--- config.mk ---
export PLATFORM = sky130hd
export DESIGN_NAME = matmul_tile_scheduler
export DESIGN_NICKNAME = d
export VERILOG_FILES = /design/src/rtl/matmul_tile_scheduler.sv
export SDC_FILE = /design/constraint.sdc
export NUM_CORES = 2
export LEC_CHECK = 0
export CAP_MARGIN = 20
export CORE_MARGIN = 4
export CORE_UTILIZATION = 60
export DETAILED_ROUTE_END_ITERATION = 6
export PLACE_DENSITY = 0.88
export SETUP_SLACK_MARGIN = 0.1
export SLEW_MARGIN = 5
export SYNTH_ARGS = -nofsm -noshare
export SYNTH_HDL_FRONTEND = slang
export SYNTH_SLANG_ARGS = --single-unit
--- constraint.sdc ---
create_clock -name clk -period 24.3 [get_ports clk]
set_input_delay 7.29 -clock clk [delete_from_list [all_inputs] [get_ports clk]]
set_output_delay 7.29 -clock clk [all_outputs]
set_load 0.02 [all_outputs]
--- src/rtl/matmul_tile_scheduler.sv ---
// matmul_tile_scheduler: walks the (i, j, kk) tile space of C = A * B,
// issues one DMA read per A and B tile, kicks the systolic array once
// both tiles are buffered and offers each finished C tile for write-back.
// All outputs come straight from flops; their next values are derived
// from the next state so they line up with the state they belong to.
module matmul_tile_scheduler #(
  parameter int SIZE       = 16,
  parameter int ELEM_BYTES = 4,
  parameter int LOG2_SIZE  = $clog2(SIZE)
) (
  input  logic                 clk,
  input  logic                 rst,
  input  logic                 start,
  input  logic [31:0]          addr_base_a,
  input  logic [31:0]          addr_base_b,
  input  logic [31:0]          m,
  input  logic [31:0]          k,
  input  logic [31:0]          n,
  output logic                 busy,
  output logic                 done,
  output logic                 dma_start,
  output logic                 dma_sel_b,
  output logic [31:0]          dma_addr,
  output logic [31:0]          dma_stride,
  output logic [LOG2_SIZE:0]   dma_rows,
  output logic [LOG2_SIZE:0]   dma_cols,
  input  logic                 dma_done,
  output logic                 comp_start,
  output logic                 comp_acc_clear,
  input  logic                 comp_done,
  output logic                 wb_valid,
  output logic [15:0]          wb_tile_i,
  output logic [15:0]          wb_tile_j,
  input  logic                 wb_ready
);

  localparam logic [31:0]        SIZE_W   = 32'(SIZE);
  localparam logic [31:0]        EB_W     = 32'(ELEM_BYTES);
  localparam logic [LOG2_SIZE:0] SIZE_EXT = (LOG2_SIZE + 1)'(SIZE);

  typedef enum logic [3:0] {
    S_IDLE      = 4'd0,
    S_LOAD_A    = 4'd1,
    S_WAIT_A    = 4'd2,
    S_LOAD_B    = 4'd3,
    S_WAIT_B    = 4'd4,
    S_COMPUTE   = 4'd5,
    S_WAIT_COMP = 4'd6,
    S_WRITE     = 4'd7,
    S_DONE      = 4'd8
  } state_t;

  // Number of SIZE-wide tiles covering x elements; 33-bit sum so x near 2^32 cannot wrap.
  function automatic logic [31:0] ceil_tiles(input logic [31:0] x);
    logic [32:0] sum;
    sum = {1'b0, x} + 33'(SIZE - 1);
    sum = sum >> LOG2_SIZE;
    return sum[31:0];
  endfunction

  // Valid extent of a tile given the remaining elements along that axis.
  function automatic logic [LOG2_SIZE:0] clamp_extent(input logic [31:0] rem);
    logic [LOG2_SIZE:0] ext;
    if (rem >= SIZE_W) begin
      ext = SIZE_EXT;
    end else begin
      ext = rem[LOG2_SIZE:0];
    end
    return ext;
  endfunction

  state_t      state_q, state_d;
  logic [31:0] base_a_q, base_a_d;
  logic [31:0] base_b_q, base_b_d;
  logic [31:0] m_q, m_d;
  logic [31:0] k_q, k_d;
  logic [31:0] n_q, n_d;
  logic [31:0] mt_q, mt_d;
  logic [31:0] kt_q, kt_d;
  logic [31:0] nt_q, nt_d;
  logic [31:0] i_q, i_d;
  logic [31:0] j_q, j_d;
  logic [31:0] kk_q, kk_d;

  logic                busy_q, busy_d;
  logic                done_q, done_d;
  logic                dma_start_q, dma_start_d;
  logic                dma_sel_b_q, dma_sel_b_d;
  logic [31:0]         dma_addr_q, dma_addr_d;
  logic [31:0]         dma_stride_q, dma_stride_d;
  logic [LOG2_SIZE:0]  dma_rows_q, dma_rows_d;
  logic [LOG2_SIZE:0]  dma_cols_q, dma_cols_d;
  logic                comp_start_q, comp_start_d;
  logic                comp_acc_clear_q, comp_acc_clear_d;
  logic                wb_valid_q, wb_valid_d;
  logic [15:0]         wb_tile_i_q, wb_tile_i_d;
  logic [15:0]         wb_tile_j_q, wb_tile_j_d;

  logic [31:0]         a_addr_s;
  logic [31:0]         b_addr_s;
  logic [LOG2_SIZE:0]  a_rows_s;
  logic [LOG2_SIZE:0]  k_ext_s;
  logic [LOG2_SIZE:0]  b_cols_s;

  // Next-state logic: tile walk (kk inner, j middle, i outer) and config latch.
  always_comb begin
    state_d  = state_q;
    base_a_d = base_a_q;
    base_b_d = base_b_q;
    m_d      = m_q;
    k_d      = k_q;
    n_d      = n_q;
    mt_d     = mt_q;
    kt_d     = kt_q;
    nt_d     = nt_q;
    i_d      = i_q;
    j_d      = j_q;
    kk_d     = kk_q;
    case (state_q)
      S_IDLE: begin
        if (start) begin
          base_a_d = addr_base_a;
          base_b_d = addr_base_b;
          m_d      = m;
          k_d      = k;
          n_d      = n;
          mt_d     = ceil_tiles(m);
          kt_d     = ceil_tiles(k);
          nt_d     = ceil_tiles(n);
          i_d      = 32'd0;
          j_d      = 32'd0;
          kk_d     = 32'd0;
          if ((m == 32'd0) || (k == 32'd0) || (n == 32'd0)) begin
            state_d = S_DONE;
          end else begin
            state_d = S_LOAD_A;
          end
        end else begin
          state_d = S_IDLE;
        end
      end
      S_LOAD_A: state_d = S_WAIT_A;
      S_WAIT_A: begin
        if (dma_done) begin
          state_d = S_LOAD_B;
        end else begin
          state_d = S_WAIT_A;
        end
      end
      S_LOAD_B: state_d = S_WAIT_B;
      S_WAIT_B: begin
        if (dma_done) begin
          state_d = S_COMPUTE;
        end else begin
          state_d = S_WAIT_B;
        end
      end
      S_COMPUTE: state_d = S_WAIT_COMP;
      S_WAIT_COMP: begin
        if (comp_done) begin
          if ((kk_q + 32'd1) < kt_q) begin
            kk_d    = kk_q + 32'd1;
            state_d = S_LOAD_A;
          end else begin
            state_d = S_WRITE;
          end
        end else begin
          state_d = S_WAIT_COMP;
        end
      end
      S_WRITE: begin
        if (wb_ready) begin
          kk_d = 32'd0;
          if (j_q == (nt_q - 32'd1)) begin
            j_d = 32'd0;
            if (i_q == (mt_q - 32'd1)) begin
              state_d = S_DONE;
            end else begin
              i_d     = i_q + 32'd1;
              state_d = S_LOAD_A;
            end
          end else begin
            j_d     = j_q + 32'd1;
            state_d = S_LOAD_A;
          end
        end else begin
          state_d = S_WRITE;
        end
      end
      S_DONE:  state_d = S_IDLE;
      default: state_d = S_IDLE;
    endcase
  end

  // Tile geometry for the upcoming load, from the indices that will be current then.
  always_comb begin
    a_addr_s = base_a_d + ((i_d * k_d * SIZE_W) + (kk_d * SIZE_W)) * EB_W;
    b_addr_s = base_b_d + ((kk_d * SIZE_W * n_d) + (j_d * SIZE_W)) * EB_W;
    a_rows_s = clamp_extent(m_d - (i_d * SIZE_W));
    k_ext_s  = clamp_extent(k_d - (kk_d * SIZE_W));
    b_cols_s = clamp_extent(n_d - (j_d * SIZE_W));
  end

  // Output next values; DMA descriptor and write-back indices hold outside their load/write entry.
  always_comb begin
    busy_d           = (state_d != S_IDLE) && (state_d != S_DONE);
    done_d           = (state_d == S_DONE);
    dma_start_d      = (state_d == S_LOAD_A) || (state_d == S_LOAD_B);
    dma_sel_b_d      = dma_sel_b_q;
    dma_addr_d       = dma_addr_q;
    dma_stride_d     = dma_stride_q;
    dma_rows_d       = dma_rows_q;
    dma_cols_d       = dma_cols_q;
    comp_start_d     = (state_d == S_COMPUTE);
    comp_acc_clear_d = (state_d == S_COMPUTE) && (kk_d == 32'd0);
    wb_valid_d       = (state_d == S_WRITE);
    wb_tile_i_d      = wb_tile_i_q;
    wb_tile_j_d      = wb_tile_j_q;
    if (state_d == S_LOAD_A) begin
      dma_sel_b_d  = 1'b0;
      dma_addr_d   = a_addr_s;
      dma_stride_d = k_d * EB_W;
      dma_rows_d   = a_rows_s;
      dma_cols_d   = k_ext_s;
    end else if (state_d == S_LOAD_B) begin
      dma_sel_b_d  = 1'b1;
      dma_addr_d   = b_addr_s;
      dma_stride_d = n_d * EB_W;
      dma_rows_d   = k_ext_s;
      dma_cols_d   = b_cols_s;
    end else begin
      dma_sel_b_d  = dma_sel_b_q;
    end
    if (state_d == S_WRITE) begin
      wb_tile_i_d = i_d[15:0];
      wb_tile_j_d = j_d[15:0];
    end else begin
      wb_tile_i_d = wb_tile_i_q;
    end
  end

  // State, counters, latched config and registered outputs; reset aborts any job.
  always_ff @(posedge clk or posedge rst) begin
    if (rst) begin
      state_q          <= S_IDLE;
      base_a_q         <= 32'd0;
      base_b_q         <= 32'd0;
      m_q              <= 32'd0;
      k_q              <= 32'd0;
      n_q              <= 32'd0;
      mt_q             <= 32'd0;
      kt_q             <= 32'd0;
      nt_q             <= 32'd0;
      i_q              <= 32'd0;
      j_q              <= 32'd0;
      kk_q             <= 32'd0;
      busy_q           <= 1'b0;
      done_q           <= 1'b0;
      dma_start_q      <= 1'b0;
      dma_sel_b_q      <= 1'b0;
      dma_addr_q       <= 32'd0;
      dma_stride_q     <= 32'd0;
      dma_rows_q       <= '0;
      dma_cols_q       <= '0;
      comp_start_q     <= 1'b0;
      comp_acc_clear_q <= 1'b0;
      wb_valid_q       <= 1'b0;
      wb_tile_i_q      <= 16'd0;
      wb_tile_j_q      <= 16'd0;
    end else begin
      state_q          <= state_d;
      base_a_q         <= base_a_d;
      base_b_q         <= base_b_d;
      m_q              <= m_d;
      k_q              <= k_d;
      n_q              <= n_d;
      mt_q             <= mt_d;
      kt_q             <= kt_d;
      nt_q             <= nt_d;
      i_q              <= i_d;
      j_q              <= j_d;
      kk_q             <= kk_d;
      busy_q           <= busy_d;
      done_q           <= done_d;
      dma_start_q      <= dma_start_d;
      dma_sel_b_q      <= dma_sel_b_d;
      dma_addr_q       <= dma_addr_d;
      dma_stride_q     <= dma_stride_d;
      dma_rows_q       <= dma_rows_d;
      dma_cols_q       <= dma_cols_d;
      comp_start_q     <= comp_start_d;
      comp_acc_clear_q <= comp_acc_clear_d;
      wb_valid_q       <= wb_valid_d;
      wb_tile_i_q      <= wb_tile_i_d;
      wb_tile_j_q      <= wb_tile_j_d;
    end
  end

  assign busy           = busy_q;
  assign done           = done_q;
  assign dma_start      = dma_start_q;
  assign dma_sel_b      = dma_sel_b_q;
  assign dma_addr       = dma_addr_q;
  assign dma_stride     = dma_stride_q;
  assign dma_rows       = dma_rows_q;
  assign dma_cols       = dma_cols_q;
  assign comp_start     = comp_start_q;
  assign comp_acc_clear = comp_acc_clear_q;
  assign wb_valid       = wb_valid_q;
  assign wb_tile_i      = wb_tile_i_q;
  assign wb_tile_j      = wb_tile_j_q;

endmodule

; After elaboration in Yosys (flattened, before gate mapping)
; Cells that the tools add are included.
[classes]
addsub = 15
n_eq_ne = 17
mux = 47
n_lt_le_gt_ge = 4
reduce_logical = 15
n_mul = 2
[op_table]
columns = operator, count
row1 = 2-to-1 mux 32 bit, 25
row2 = logical NOT 32 bit, 4
row3 = one-hot mux 32 bit (2 select lines), 2
row4 = "adder 32 x 4 -> 33 bit, second input constant", 3
row5 = "adder 32 x 1 -> 32 bit, second input constant", 3
row6 = "greater-or-equal comparator 32 x 5 -> 1 bit, second input constant", 3
row7 = one-hot mux 32 bit (3 select lines), 1
row8 = subtractor 32 bit, 3
row9 = adder 32 bit, 2
row10 = equality test 32 bit, 2
row11 = adder 30 bit, 2
row12 = "subtractor 29 x 1 -> 30 bit, second input constant", 2
row13 = 2-to-1 mux 5 bit, 7
row14 = less-than comparator 32 x 29 -> 1 bit, 1
row15 = multiplier 28 x 32 -> 26 bit, 1
row16 = multiplier 32 x 32 -> 26 bit, 1
row17 = one-hot mux 4 bit (8 select lines), 1
row18 = "equality test 4 x 3 -> 1 bit, second input constant", 6
row19 = 2-to-1 mux 4 bit, 6
row20 = "equality test 4 x 2 -> 1 bit, second input constant", 3
row21 = "equality test 4 x 1 -> 1 bit, second input constant", 2
row22 = "equality test 4 bit, second input constant", 1
row23 = logical NOT 4 bit, 1
row24 = 2-to-1 mux 1 bit, 4
row25 = other kinds (9), 14
[word_totals]
input_bits = 166
out_inout_bits = 113
regBits = 460
wordCells = 126

; Depth between registers and ports, before layout
[depth]
word_depth = 10
ltp_mapped = 64
ltp_nobuf = 62

; Worst setup path after synthesis
; Ideal clock, no wire load.
[synth_timing]
path_kind = input -> register
startpoint = in start
endpoint = reg dma_addr_q[31] (netlist: dma_addr[31])
required_ps = 24171
path_stages = 45
t_arrival_ps = 18426
n_path_buf = 6
slack_ps = 5745
cell_sequence = nand2b_1 -> or4_1 -> clkbuf_1 -> clkbuf_1 -> buf_1 -> buf_1 -> clkbuf_1 -> mux2i_1 -> clkbuf_1 -> nor2_1 -> fa_1 -> inv_1 -> fa_1 -> fa_1 -> inv_1 -> ha_1 -> fa_1 -> inv_1 -> (+9 left out) -> ha_1 -> a21o_1 -> a21o_1 -> o21bai_1 -> xnor2_1 -> ha_1 -> or3_1 -> a2111oi_0 -> nor3_1 -> a41o_1 -> o41ai_1 -> o21a_1 -> o21ai_0 -> xnor2_2 -> and2_1 -> o211ai_2 -> a31oi_1 -> a2111o_1
[synth_via]
elab_chain_cells = 7
elab_cells_between_ends = 27
[synth_rtl]
columns = item, line_no
row1 = start: declaration, 13  ; input logic start,
row2 = 2-to-1 mux 32 bit, 121  ; if (start) begin
row3 = one-hot mux 32 bit (3 select lines) or 2-to-1 mux 32 bit (tied branches), 119  ; case (state_q)
row4 = multiplier 28 x 32 -> 26 bit, 198  ; b_addr_s = base_b_d + ((kk_d * SIZE_W * n_d) + (j_d * SIZE_W)) * EB_W;
row5 = adder 30 bit, 198
row6 = adder 32 bit, 198
row7 = 2-to-1 mux 32 bit, 225  ; end else if (state_d == S_LOAD_B) begin
row8 = 2-to-1 mux 32 bit, 219  ; if (state_d == S_LOAD_A) begin
row9 = end signal: assignment, 287  ; dma_addr_q <= dma_addr_d;
row10 = end: declaration, 89  ; logic [31:0] dma_addr_q, dma_addr_d;
; Parallel ways exist; a longest one is shown, timed or not. The select of a mux whose other input is x is not followed.
; A chain may end at the register's enable or synchronous reset.

; Final worst setup path
; Same ends and word-level chain as after synthesis.

==> impl_metrics.py <==
metrics = {
    "status": {
        "status": "completed",
    },
    "synthesis": {
        "syn_area_um2": 53310,
        "seq_area_frac_synth_pct": 21.50,
        "avgSynthCellArea_um2": 8.354,
        "yosys.cell_types.count": 103,
        "synth-seq-cells": 458,
        "synth_edf_count": 0,
        "synth_area_leaders": "dfrtp_1 (21%), fa_1 (19%), ha_1 (9.6%)",
        "async_flop_share_pct": 100.0,
        "ys_warn_count": 0,
        "netlist.area_leader.share_pct": 21.50,
        "yosys.area.top_type": "dfrtp_1",
        "ys.flop_type": "dfrtp_1",
        "synthCells": 6382,
    },
    "clock_tree": {
        "postCtsSetupBuffers": 0,
        "cts_sinks": 458,
        "clkLatencyLatePin_ns": 0.70,
        "cts_made_buffers": 54,
        "cts_hold_buffers": 0,
        "htreeDepth": 2,
        "clockBufferDepth": 3,
        "cts-resized-gates": 0,
        "cts_tree": "built",
        "path_clk_slew_ns": 0.07,
        "cts_root_buf": "clkbuf_16",
    },
    "place": {
        "numPortBuffers": 276,
        "dp_cells": 7678,
        "routabilityCongestion": 1.018,
        "dp_hpwl_um": 148500,
    },
    "timing": {
        "setup_viol": 0,
        "fin_crit_ns": 18.72,
        "tightest_slew_ns": 1.193,
        "period_share_pct": 77.04,
        "hold_violations": 0,
        "fin_setup_tns_ns": 0,
        "max_freq_mhz": 53.41,
        "maxSlewViolCount": 0,
        "fin_skew_ns": 0.03932,
        "slew_headroom_pct": 20.25,
        "grt_setup_unrepaired": "false",
    },
    "finish": {
        "layout.nets": 7664,
        "multi_input_area_um2": 37500,
        "syn2layout_area_growth_pct": 11.49,
        "final_cells": 7784,
        "seqCellArea_um2": 11460,
        "drive_gt1_share_pct": 4.204,
        "fillers": 6885,
    },
    "worst_setup_path": {
        "cp.required_ns": 24.87,
        "cp_slowest_stage_delay_ns": 0.83,
        "crit_arrival_ns": 19.29,
        "crit_top_cell": "fa_1",
        "end_kind": "flip-flop",
        "cp_max_fo": 20,
        "critPathKind": "in2reg",
        "r2r_cells": 58,
        "worst_path_max_delay_cell": "clkinv_1",
        "cp-start-kind": "input port",
    },
    "min_path": {
        "hp-class": "reg2reg",
        "hold_depth": 2,
    },
    "grt": {
        "grt_pass1_wl_um": 292600,
        "antenna_found_initial": 11,
        "grt_use_total_pct": 40.85,
        "grt_pass1_vias": 49160,
        "grt.overflow.total": 0,
        "grt_max_degree": 167,
    },
    "floorplan": {
        "io_pins": 279,
        "die_x_um": 306.1,
        "initial_core_util_pct": 60.42,
        "die_area_um2": 93690,
        "design.core.area_um2": 88240,
        "die_y_um": 306.1,
        "row_count": 109,
    },
    "flow_run": {
        "drv_cap": 0,
    },
    "power_and_ir_drop": {
        "power_mw": 5.724,
        "p_leak_nw": 28.50,
        "ir_worst_vdd_mv": 0.09954,
        "powerDensity_nw_per_um2": 96.30,
    },
    "route": {
        "vias_per_cell": 6.330,
        "first_pass_iters": 6,
        "ant_nets": 0,
        "routedWlPerCell_um": 24.78,
        "drt_iter0_drc": 6002,
        "wl_um": 192900,
        "vias": 49270,
        "drc": 0,
    },
}
-- final cells by class --
class / count / area share (%)
antenna: 6 / 0.02526
clock buffer: 75 / 2.661
clock inverter: 23 / 0.6147
inverter: 944 / 5.978
multi-input combinational: 4741 / 63.08
sequential: 458 / 19.28
tap: 1165 / 2.452
timing repair buffer: 372 / 5.902
-- logic make-up (layout without fill, tap and decap cells) --
group                    after synthesis  count (layout)  synth area share [%]
AO/OA/AOI/OAI                       1058            1058                 13.01
adder cells (fa/ha/maj)              927             927                 29.06
XOR/XNOR                             428             428                 7.444
AND/OR/NAND/NOR                     2248            2248                 19.08
buffers and inverters               1184            1414                 8.416
flip-flops                           458             458                 21.50
multiplexers                          78              78                 1.483
other                                  1               8              0.007034
-- where the power goes --
group          switching [mW]  internal [mW]  leakage (nW)
combinational            2.35           1.21          21.7
clock                   0.373          0.530         0.943
sequential              0.213           1.04          5.82
total                    2.94           2.79          28.5
-- sequential cells by signal, summed over array words and instances (netlist names), 4 cells and up, named ones only --
name	flops
kk_q	32
state_q	4
n_q	32
i_q	28
mt_q	29
m_q	32
kt_q	29
dma_rows	5
wb_tile_i	16
nt_q	29
dma_cols	5
dma_stride	30
j_q	32
base_b_q	32
wb_tile_j	16
dma_addr	32
k_q	32
base_a_q	32
-- per-stage QoR --
step	hold WS, ns	util, %	instance area, um^2	setup WS (ns)
after floorplan	0.4414	-	53320	4.241
after global placement	0.4567	65.10	57440	5.358
after detailed placement	0.4624	65.12	57460	5.088
after CTS	0.4759	67.33	59410	5.781
after global routing	0.4956	67.35	59420	5.127
final	0.4736	67.36	59440	5.578
-- worst paths after layout --
path | from | endpoint | slack [ns]
worst min register to register | base_b_q[1]$_DFF_PP0_ | base_b_q[1]$_DFF_PP0_ | 0.47
worst max-delay path | start | dma_addr[31]$_DFFE_PP0P_ | 5.58
worst max register to register | kk_q[0]$_DFF_PP0_ | dma_addr[31]$_DFFE_PP0P_ | 9.41
min in group asynchronous | rst | busy$_DFF_PP0_ | 7.12
max in group asynchronous | rst | base_a_q[4]$_DFF_PP0_ | 14.28
worst min-delay path | base_b_q[1]$_DFF_PP0_ | base_b_q[1]$_DFF_PP0_ | 0.47
-- worst max-delay path, delay by kind of cell --
| kind | cells | cell delay (ns) |
|---|---|---|
| AO/OA/AOI/OAI | 12 | 3.01 |
| XOR/XNOR | 3 | 0.55 |
| adder cells (fa/ha/maj) | 10 | 4.08 |
| buffers and inverters | 5 | 1.49 |
| multiplexers | 1 | 0.68 |
| AND/OR/NAND/NOR | 9 | 2.17 |
-- cell usage in the layout (no fill, tap or decap), types with 29 or more instances in the layout --
cell	instances
and3_1	59
ha_1	408
nand4_1	64
nor2_1	649
a31oi_1	49
or3_1	29
o21ai_0	274
nor2b_1	31
buf_4	93
nand3_1	115
dfrtp_1	458
xnor2_1	292
a22oi_1	40
a21oi_1	238
fa_1	519
a21o_1	80
nand2_1	911
clkdlybuf4s50_1	276
nand2b_1	45
o21a_1	35
nor3_1	114
mux2i_1	59
xor2_1	120
o21bai_1	44
nor4_1	57
clkbuf_16	55
inv_1	917
-- cells in the mapped netlist (19+ instances only) --
| cell type | instances |
|---|---|
| a211oi_1 | 26 |
| a21boi_0 | 20 |
| a21o_1 | 80 |
| a21oi_1 | 239 |
| a22oi_1 | 40 |
| a31oi_1 | 49 |
| and2_1 | 26 |
| and3_1 | 59 |
| and4_1 | 24 |
| buf_1 | 25 |
| clkbuf_1 | 204 |
| clkinv_1 | 21 |
| dfrtp_1 | 458 |
| fa_1 | 519 |
| ha_1 | 408 |
| inv_1 | 918 |
| mux2i_1 | 70 |
| nand2_1 | 911 |
| nand2b_1 | 45 |
| nand3_1 | 116 |
| nand4_1 | 64 |
| nor2_1 | 650 |
| nor2b_1 | 31 |
| nor3_1 | 114 |
| nor3b_1 | 19 |
| nor4_1 | 59 |
| o211ai_1 | 24 |
| o21a_1 | 35 |
| o21ai_0 | 276 |
| o21bai_1 | 44 |
| o22ai_1 | 27 |
| o31ai_1 | 21 |
| or3_1 | 29 |
| or4_1 | 21 |
| xnor2_1 | 292 |
| xor2_1 | 120 |
-- layer usage --
metal	vias up	global-route usage, %	part of all wire [%]
met4	10	23.32	7.2
li1	21430	-	-
met1	23720	53.06	37
met3	789	14.37	15
met2	3329	59.56	41
met5	-	0	0.033
(Power assumes the default switching activity.)
